--- config.mk ---
export PLATFORM = sky130hd
export DESIGN_NAME = sahrdaya_lfsr
export DESIGN_NICKNAME = d
export VERILOG_FILES = /design/src/rtl/sahrdaya_lfsr.sv
export SDC_FILE = /design/constraint.sdc
export NUM_CORES = 1
export LEC_CHECK = 0
export ABC_CLOCK_PERIOD_IN_PS = 2680
export CAP_MARGIN = 20
export CORE_ASPECT_RATIO = 0.9
export CORE_UTILIZATION = 55
export DETAILED_ROUTE_END_ITERATION = 10
export GPL_ROUTABILITY_DRIVEN = 0
export GPL_TIMING_DRIVEN = 0
export PLACE_DENSITY = 0.95
export SLEW_MARGIN = 5
export SYNTH_ARGS = -nofsm -noshare
export SYNTH_HDL_FRONTEND = slang
export SYNTH_SLANG_ARGS = --single-unit
--- constraint.sdc ---
create_clock -name clk -period 2.68 [get_ports clk]
set_input_delay 0.536 -clock clk [delete_from_list [all_inputs] [get_ports clk]]
set_output_delay 0.536 -clock clk [all_outputs]
set_load 0.03 [all_outputs]
--- src/rtl/sahrdaya_lfsr.sv ---
// sahrdaya_lfsr: 16-bit maximal-length Fibonacci LFSR with byte-wise seed
// loading, a 16-bit step counter and a byte-select output mux.
// Taps x^16+x^14+x^13+x^11+1 give a period of 65535; the all-zero state is
// only reachable through a load and is replaced by SEED on the next step.
module sahrdaya_lfsr #(
  parameter logic [15:0] SEED = 16'h0001
) (
  input  logic       clk,
  input  logic       rst,
  input  logic       ena,
  input  logic [7:0] ui_in,
  output logic [7:0] uo_out,
  input  logic [7:0] uio_in,
  output logic [7:0] uio_out,
  output logic [7:0] uio_oe
);

  logic [15:0] state;
  logic [15:0] cnt;
  logic        fb;
  logic [15:0] next_state;

  logic        step_en;
  logic        load_en;
  logic        load_hi;
  logic [1:0]  out_sel;

  // ui_in[7:5] are reserved and intentionally ignored
  logic        unused_ui;

  assign step_en   = ui_in[0];
  assign load_en   = ui_in[1];
  assign load_hi   = ui_in[2];
  assign out_sel   = ui_in[4:3];
  assign unused_ui = &{1'b0, ui_in[7:5]};

  // Feedback and shifted next state
  always_comb begin
    fb         = state[15] ^ state[13] ^ state[12] ^ state[10];
    next_state = {state[14:0], fb};
  end

  // State and counter update: enable gates everything, load beats step
  always_ff @(posedge clk or posedge rst) begin
    if (rst) begin
      state <= SEED;
      cnt   <= 16'h0000;
    end else if (ena) begin
      if (load_en) begin
        if (load_hi) state[15:8] <= uio_in;
        else         state[7:0]  <= uio_in;
        cnt <= 16'h0000;
      end else if (step_en) begin
        if (state == 16'h0000) state <= SEED;
        else                   state <= next_state;
        cnt <= cnt + 16'h0001;
      end
    end
  end

  // Zero-latency byte mux onto the dedicated outputs
  always_comb begin
    uo_out = 8'h00;
    case (out_sel)
      2'b00:   uo_out = state[7:0];
      2'b01:   uo_out = state[15:8];
      2'b10:   uo_out = cnt[7:0];
      default: uo_out = cnt[15:8];
    endcase
  end

  // Bidirectional pins are permanently inputs
  assign uio_out = 8'h00;
  assign uio_oe  = 8'h00;

endmodule

# After elaboration in Yosys (flattened, before gate mapping)
# Cells that the tools add are included.
word_totals:
  reg_bits: 32
  input_bits: 19
  out_inout_bits: 24
op_classes:
  addsub: 1
  n_eq_ne: 4
  mux: 8
  bitwise_logic: 3
  n_reduce_logical: 6
op_table:
  columns: ["op", "count"]
  rows:
  - ["$mux W16", 5]
  - ["$pmux W8 S3", 1]
  - ["$add A16 B1 Y16 const B", 1]
  - ["$logic_not A16 Y1", 1]
  - ["$mux W8", 2]
  - ["$reduce_and A3 Y1", 2]
  - ["$xor A1 B1 Y1", 3]
  - ["$eq A2 B1 Y1 const B", 1]
  - ["$eq A2 B2 Y1 const B", 1]
  - ["$logic_not A2 Y1", 1]
  - ["$ne A2 B1 Y1 const B", 1]
  - ["$ne A2 B2 Y1 const B", 1]
  - ["$reduce_and A2 Y1", 1]
  - ["$reduce_bool A2 Y1", 1]

# Logic depth before layout (Yosys ltp)
# Gate-level depths: netlist (run 1).
logic_depth:
  depth_word: 6
  ltp_mapped: 6

# Worst setup path before layout (run 1)
# OpenSTA, ideal clock, no wires.
synth_timing:
  kind: "input to output"
  from: "input ui_in[3]"
  to: "output uo_out[1]"
  arrival_time_ns: 1.368
  setup_slack_ns: 0.776
  cell_stages: 2
  path_buffers: 1
  path_cell_list: "buf_2 > mux4_2"
synth_between:
  elab_chain_len: 2
synth_lines:
  columns: ["element", "line", "rtl"]
  rows:
  - ["from (decl)", "11", "input logic [7:0] ui_in,"]
  - ["$eq A2 B2 Y1 (tied with other cells)", "64", "case (out_sel)"]
  - ["$pmux W8 S3 (*)", "64", null]
  - ["to (decl)", "12", "output logic [7:0] uo_out,"]
# Mark *: on every way between the ends. The rest lies on a longest branch, timed or not.

# Final worst setup path (run 1)
layout_timing:
  from: "input ui_in[3]"
  to: "output uo_out[5]"
# The elaborated chain is that of the path after synthesis.

==> impl_results.md, run 1 <==
* Post-route ant nets at 0
* Setup crit end kind: primary output
* All-Layer GR Usage at 0.265
* Die X at 65.3 um
* Largest net degree at the start of global routing at 18
* Mapped cell area at 0.00198 mm^2
* Reg2Reg Launch Point: cnt[0]
* Min cycle time layout at 2.45 ns
* Final Skew at 0.00931 ns
* Post-synth top flop: dfrtp_1
* Area Overhead vs Synth at 21.2%
* Number of buffers created by CTS at 5
* Die Area at 0.00385 mm^2
* Vias/cell at 5.59
* Power share of the combinational group at 0.268
* Vias at 1554
* Synthesis Warnings at 0
* Finish-stage setup viols at 0
* RSZ-0062 raised after global routing: false
* FFs w/ async S/R, synth at 1.00
* Synth unique cells at 33
* Fmax at 409 MHz
* LEAKAGE at 1.11 nW
* Max FO, Critical Path at 8
* GR Overflow Total at 0
* Clock buffer depth at 2
* Slowest stage delay, CP at 0.61 ns
* ANT cells at 0
* Sw Pwr at 459 uW
* CTS tree: built
* Initial Utilization at 0.582
* Worst path cell trace: buf_2 > mux4_2 > clkdlybuf4s50_1
* Die height at 59.0 um
* Nets at 253
* R2r endpoint: cnt[12]
* Share of layout cells above drive strength 1 at 0.205
* Final Max Slew Viols at 0
* Delay-heaviest family, CP: buffers and inverters
* Int Pwr at 900 uW
* Final TNS setup at 0 ns
* Port Buffer Count at 20
* Multi-input gate area at 0.00105 mm^2
* Clock sinks at 32
* Worst Hold Class: flop to flop
* Startpoint Class: input pin
* CTS resizes at 0
* Clock transition at path regs at 0.06 ns
* Final core utilization at 0.706
* EDFF count, synth at 0
* H-tree Lvls at 2
* Drt first-iter violations at 184
* CP Depth at 3
* FILL cells at 273
* Net Sw Frac at 0.338
* Clock Power Share at 0.271
* Hold violation count in the final report at 0
* Slew headroom at 0.512
* HPWL after detailed placement at 3.33 mm
* Top-count cell post-synth: dfrtp_1
* Sequential fraction of the synthesis area at 0.405
* FF-to-FF path depth at 5
* Avg Inst Size Synth at 10.4 um^2
* Run status: finished clean
* Final Total Pwr at 1.36 mW
* Setup Buffers After CTS at 0
* Critical Path AT at 1.91 ns
* Max_cap viols at 0
* Critical Path RT at 2.14 ns
* Routed Wire Length at 4.47 mm
* Mapped Cells at 190
* Synth area leaders: dfrtp_1, mux2i_1, mux4_2
* Root Buffer Master: clkbuf_8
* # rows at 20
* Setup crit end: uo_out[5]
* Most area-hungry cell type in the Yosys netlist: dfrtp_1
* Post-CTS Hold Buffers at 0
* Worst-Margin Slew at 0.731 ns
* Fin Hold WS at 0.548 ns
* Core area at 0.00340 mm^2
* Vias in the first global route at 1584
* Reg area at 802 um^2
* Sequential Power Share at 0.461
* Reg-to-reg slack, setup at 1.23 ns
* # IOs at 43
* Remaining DRCs at 0
* Initial antenna violation count at 0
* Max VDD drop at 358 uV
* Share of the synthesized area in the top cell type at 0.391
* PD cells at 566 mW/mm^2
* Most frequent cells after synthesis: dfrtp_1, nand2_1, buf_4
* CP Launch Point: ui_in[3]
* Worst path slowest cell: clkdlybuf4s50_1
* FF+latch count, synth at 32
* Latest clock arrival within the worst-skew pair at 0.30 ns
* Crit path kind: input pin to primary output
* First-pass GRT wire length at 7.37 mm
* Buf/Inv on CP at 2
* Final worst path period share at 0.913
* Drt pass-1 iters at 4
* WL per Instance at 16.1 um
-- tightest hold or removal path: stages (launching register included) --
cell and delay (ns):
dfrtp_1 0.38, nand2_1 0.06, mux2i_1 0.06
-- metrics by stage --
| step | cells | setup slack, ns | area [um^2] |
|---|---|---|---|
| floorplan | 205 | 0.776 | 2040 |
| global placement | 269 | 0.244 | 2290 |
| detailed placement | 270 | 0.224 | 2320 |
| CTS | 278 | 0.226 | 2400 |
| global route | 278 | 0.190 | 2400 |
| finish | 278 | 0.234 | 2400 |
-- worst min path at each step --
stage,slack [ns],start,to,cells past startpoint
finish,0.55,cnt[15],cnt[15],2
global route,0.58,cnt[15],cnt[15],2
CTS,0.56,cnt[15],cnt[15],2
detailed placement,0.54,state[6],state[6],2
global placement,0.51,state[9],state[9],2
floorplan,0.48,state[9],state[9],2
-- power groups by stage --
stage | registers, mW | logic, mW | clock network [mW]
3_5_place_dp | 0.631 | 0.363 | 0
4_1_cts | 0.623 | 0.364 | 0.372
6_report | 0.627 | 0.364 | 0.368
2_1_floorplan | 0.600 | 0.263 | 0
3_3_place_gp | 0.624 | 0.341 | 0
5_1_grt | 0.633 | 0.393 | 0.395
-- final cells by class --
class | instances | share of cell area
timing repair buffer | 21 | 0.0948
buffer | 24 | 0.0708
sequential | 32 | 0.334
tap | 44 | 0.0229
inverter | 4 | 0.00625
clock inverter | 1 | 0.00208
clock buffer | 7 | 0.0318
multi-input combinational | 145 | 0.438
-- registers in the layout, summed over array words and instances (netlist names) --
name	count
state	16
cnt	16
-- kinds of logic (layout without fill, tap and decap cells) --
kind of cell / count (synthesis) / count (layout) / synth area share
buffers and inverters: 28 / 57 / 0.0934
XOR/XNOR: 13 / 13 / 0.0574
AND/OR/NAND/NOR: 60 / 60 / 0.158
adder cells (fa/ha/maj): 1 / 1 / 0.00631
AO/OA/AOI/OAI: 27 / 27 / 0.0852
flip-flops: 32 / 32 / 0.405
other: 1 / 16 / 0.00189
multiplexers: 28 / 28 / 0.193
-- routing by layer --
layer  part of all wire  routed length [um]  vias up  GRT usage
met5                  0                   0        -          0
met4              0.029                 128        0      0.152
met3              0.055                 245       14     0.0581
met2               0.49                2210       51      0.437
met1               0.42                1890      757      0.322
li1                   -                   -      732          -
-- layout by cell type, fill, tap and decap left out, types with 4 or more instances in the layout --
cell / n
buf_4: 20
buf_2: 4
nor2_1: 12
mux2i_1: 18
mux4_2: 8
xnor2_1: 10
nand4_1: 4
conb_1: 16
dfrtp_1: 31
nand2_1: 23
nor4_1: 4
nor3_1: 4
clkdlybuf4s50_1: 20
clkbuf_8: 5
o21ai_0: 17
inv_1: 4
(Power assumes the default switching activity.)
==> run 2: changes to the inputs <==
Settings changed: ABC_CLOCK_PERIOD_IN_PS 2680 to 2050, CAP_MARGIN 20 to default, CORE_UTILIZATION 55 to 46, PLACE_DENSITY 0.95 to 0.87.
Clock period 2.68 ns to 2.05 ns, I/O delays scaled along.
==> impl_results.md, run 2 (same netlist as run 1, synthesis figures left out) <==
* Largest net degree at the start of global routing at 33 (+15)
* Hold violation count in the final report at 0 (unchanged)
* Post-route ant nets at 0 (unchanged)
* Worst slack, placed at -0.144 ns (-0.368 ns)
* Port Buffer Count at 20 (unchanged)
* Latest clock arrival within the worst-skew pair at 0.29 ns (about the same)
* Clock Power Share at 0.288 (+0.017)
* Top Registers: cnt: 16 flops, state: 16 flops
* Critical Path RT at 1.64 ns (-0.50 ns)
* # rows at 22 (+10%)
* Max FO, Critical Path at 6 (-2)
* Final Non-Filler Cells at 281 (+1.1%)
* GR Overflow Total at 0 (unchanged)
* # IOs at 43 (unchanged)
* Setup crit end kind: primary output
* Final Skew at 0.00110 ns (-0.00821 ns)
* Clock buffer depth at 2 (unchanged)
* Initial antenna violation count at 0 (unchanged)
* Critical Path AT at 1.59 ns (-0.32 ns)
* Final core utilization at 0.580 (-0.126)
* Int Pwr at 1.19 mW (+32%)
* Max_cap viols at 0 (unchanged)
* Clock transition at path regs at 0.06 ns (about the same)
* R2r endpoint: cnt[14]
* Final Max Slew Viols at 0 (unchanged)
* Final Total Pwr at 1.76 mW (+30%)
* Remaining DRCs at 5 (+5)
* Net Sw Frac at 0.325 (-0.0125)
* Power share of the combinational group at 0.249 (-0.019)
* Startpoint Class: flop
* PD cells at 742 mW/mm^2 (+31%)
* Nets at 252 (-0.40%)
* Vias/cell at 5.27 (-5.7%)
* Worst-Margin Slew at 0.665 ns (-0.0664 ns)
* Fmax at 499 MHz
* Min cycle time layout at 2.00 ns
* Share of layout cells above drive strength 1 at 0.215 (+0.00946)
* WL per Instance at 15.0 um (-7.1%)
* Most frequent cells in the layout: dfrtp_1, nand2_1, buf_4
* CP Launch Point: cnt[7]
* Most common cell after layout, fill and taps aside: dfrtp_1
* Core area at 0.00410 mm^2 (+21%)
* Slew headroom at 0.556 (+0.0441)
* Vias at 1481 (-4.7%)
* Max VDD drop at 334 uV (-6.7%)
* Routed Wire Length at 4.20 mm (-6.1%)
* Final worst path period share at 0.978
* All-Layer GR Usage at 0.206 (-0.0590)
* Die Area at 0.00458 mm^2 (+19%)
* Post-CTS Hold Buffers at 0 (unchanged)
* Number of buffers created by CTS at 5 (unchanged)
* Drt pass-1 iters at 8 (+4)
* Setup crit end: uo_out[7]
* First-pass GRT wire length at 6.91 mm (-6.3%)
* Die height at 64.3 um (+9.0%)
* Inst Count DP at 273 (+1.1%)
* Worst Hold Class: input pin to async pin
* Finish-stage setup viols at 0 (unchanged)
* Reg-to-reg slack, setup at 0.61 ns (-0.62 ns)
* Reg2Reg Launch Point: cnt[0]
* Worst setup margin at 0.0454 ns (-0.189 ns)
* Drt first-iter violations at 130 (-29%)
* Initial Utilization at 0.483 (-0.0991)
* Run status: complete, but fails checks
* Crit path kind: flop to primary output
* FF-to-FF path depth at 5 (unchanged)
* Root Buffer Master: clkbuf_8
* Area Overhead vs Synth at 19.9%
* ANT cells at 0 (unchanged)
* Violated checks: design-rule violations
* Sw Pwr at 573 uW (+25%)
* HPWL after detailed placement at 3.15 mm (-5.4%)
* CTS tree: built
* Sequential Power Share at 0.463 (+0.002)
* LEAKAGE at 1.12 nW (+0.99%)
* RSZ-0062 raised after global routing: false
* Die X at 71.2 um (+9.1%)
* Vias in the first global route at 1417 (-11%)
* Clock sinks at 32 (unchanged)
* H-tree Lvls at 2 (unchanged)
## run 2: worst max-delay path: stages (launching register included)
cell and delay [ns]:
dfrtp_1 0.44, mux4_2 0.49, dlygate4sd2_1 0.37
## run 2: power groups by stage
stage / logic, mW / clock network (mW) / registers [mW]
global route: 0.480 / 0.541 / 0.824
global placement: 0.447 / 0 / 0.818
detailed placement: 0.459 / 0 / 0.823
CTS: 0.442 / 0.518 / 0.813
finish: 0.439 / 0.508 / 0.817
floorplan: 0.344 / 0 / 0.785
## run 2: timing repair
item / in CTS / in global routing
endpoints found under the hold margin: 0 / 0
buffers inserted: 0 / 0
resized for setup: 9 / 3
setup endpoints to repair: 8 / 2
## run 2: routing by layer
| layer | global-route usage | up-vias | share of wire |
|---|---|---|---|
| met5 | 0 | - | 0 |
| met4 | 0.113 | 0 | 0.020 |
| met2 | 0.307 | 42 | 0.47 |
| met1 | 0.276 | 704 | 0.46 |
| li1 | - | 726 | - |
| met3 | 0.0505 | 9 | 0.053 |
## run 2: cell type report
cell class	instances	area, um^2
timing repair buffer	20	188
fill	372	1720
tap	48	60.1
multi-input combinational	145	1050
inverter	4	15.0
clock buffer	8	90.1
sequential	32	803
buffer	24	170
## run 2: worst min path at each step
stage / slack (ns) / to / cells after the start / from
after floorplan: 0.48 / state[9] / 2 / state[9]
after global placement: 0.51 / state[9] / 2 / state[9]
after detailed placement: 0.53 / state[4] / 2 / state[4]
after CTS: 0.55 / state[1] / 2 / state[1]
after global routing: 0.58 / state[5] / 2 / state[5]
final: 0.54 / state[12] / 2 / rst
## run 2: per-stage QoR
step | setup TNS [ns] | instance area, um^2 | hold WS [ns]
CTS | 0 | 2380 | 0.547
global route | 0 | 2380 | 0.576
finish | 0 | 2380 | 0.544
global placement | -1.02 | 2300 | 0.514
detailed placement | -1.03 | 2300 | 0.533
floorplan | 0 | 2040 | 0.485
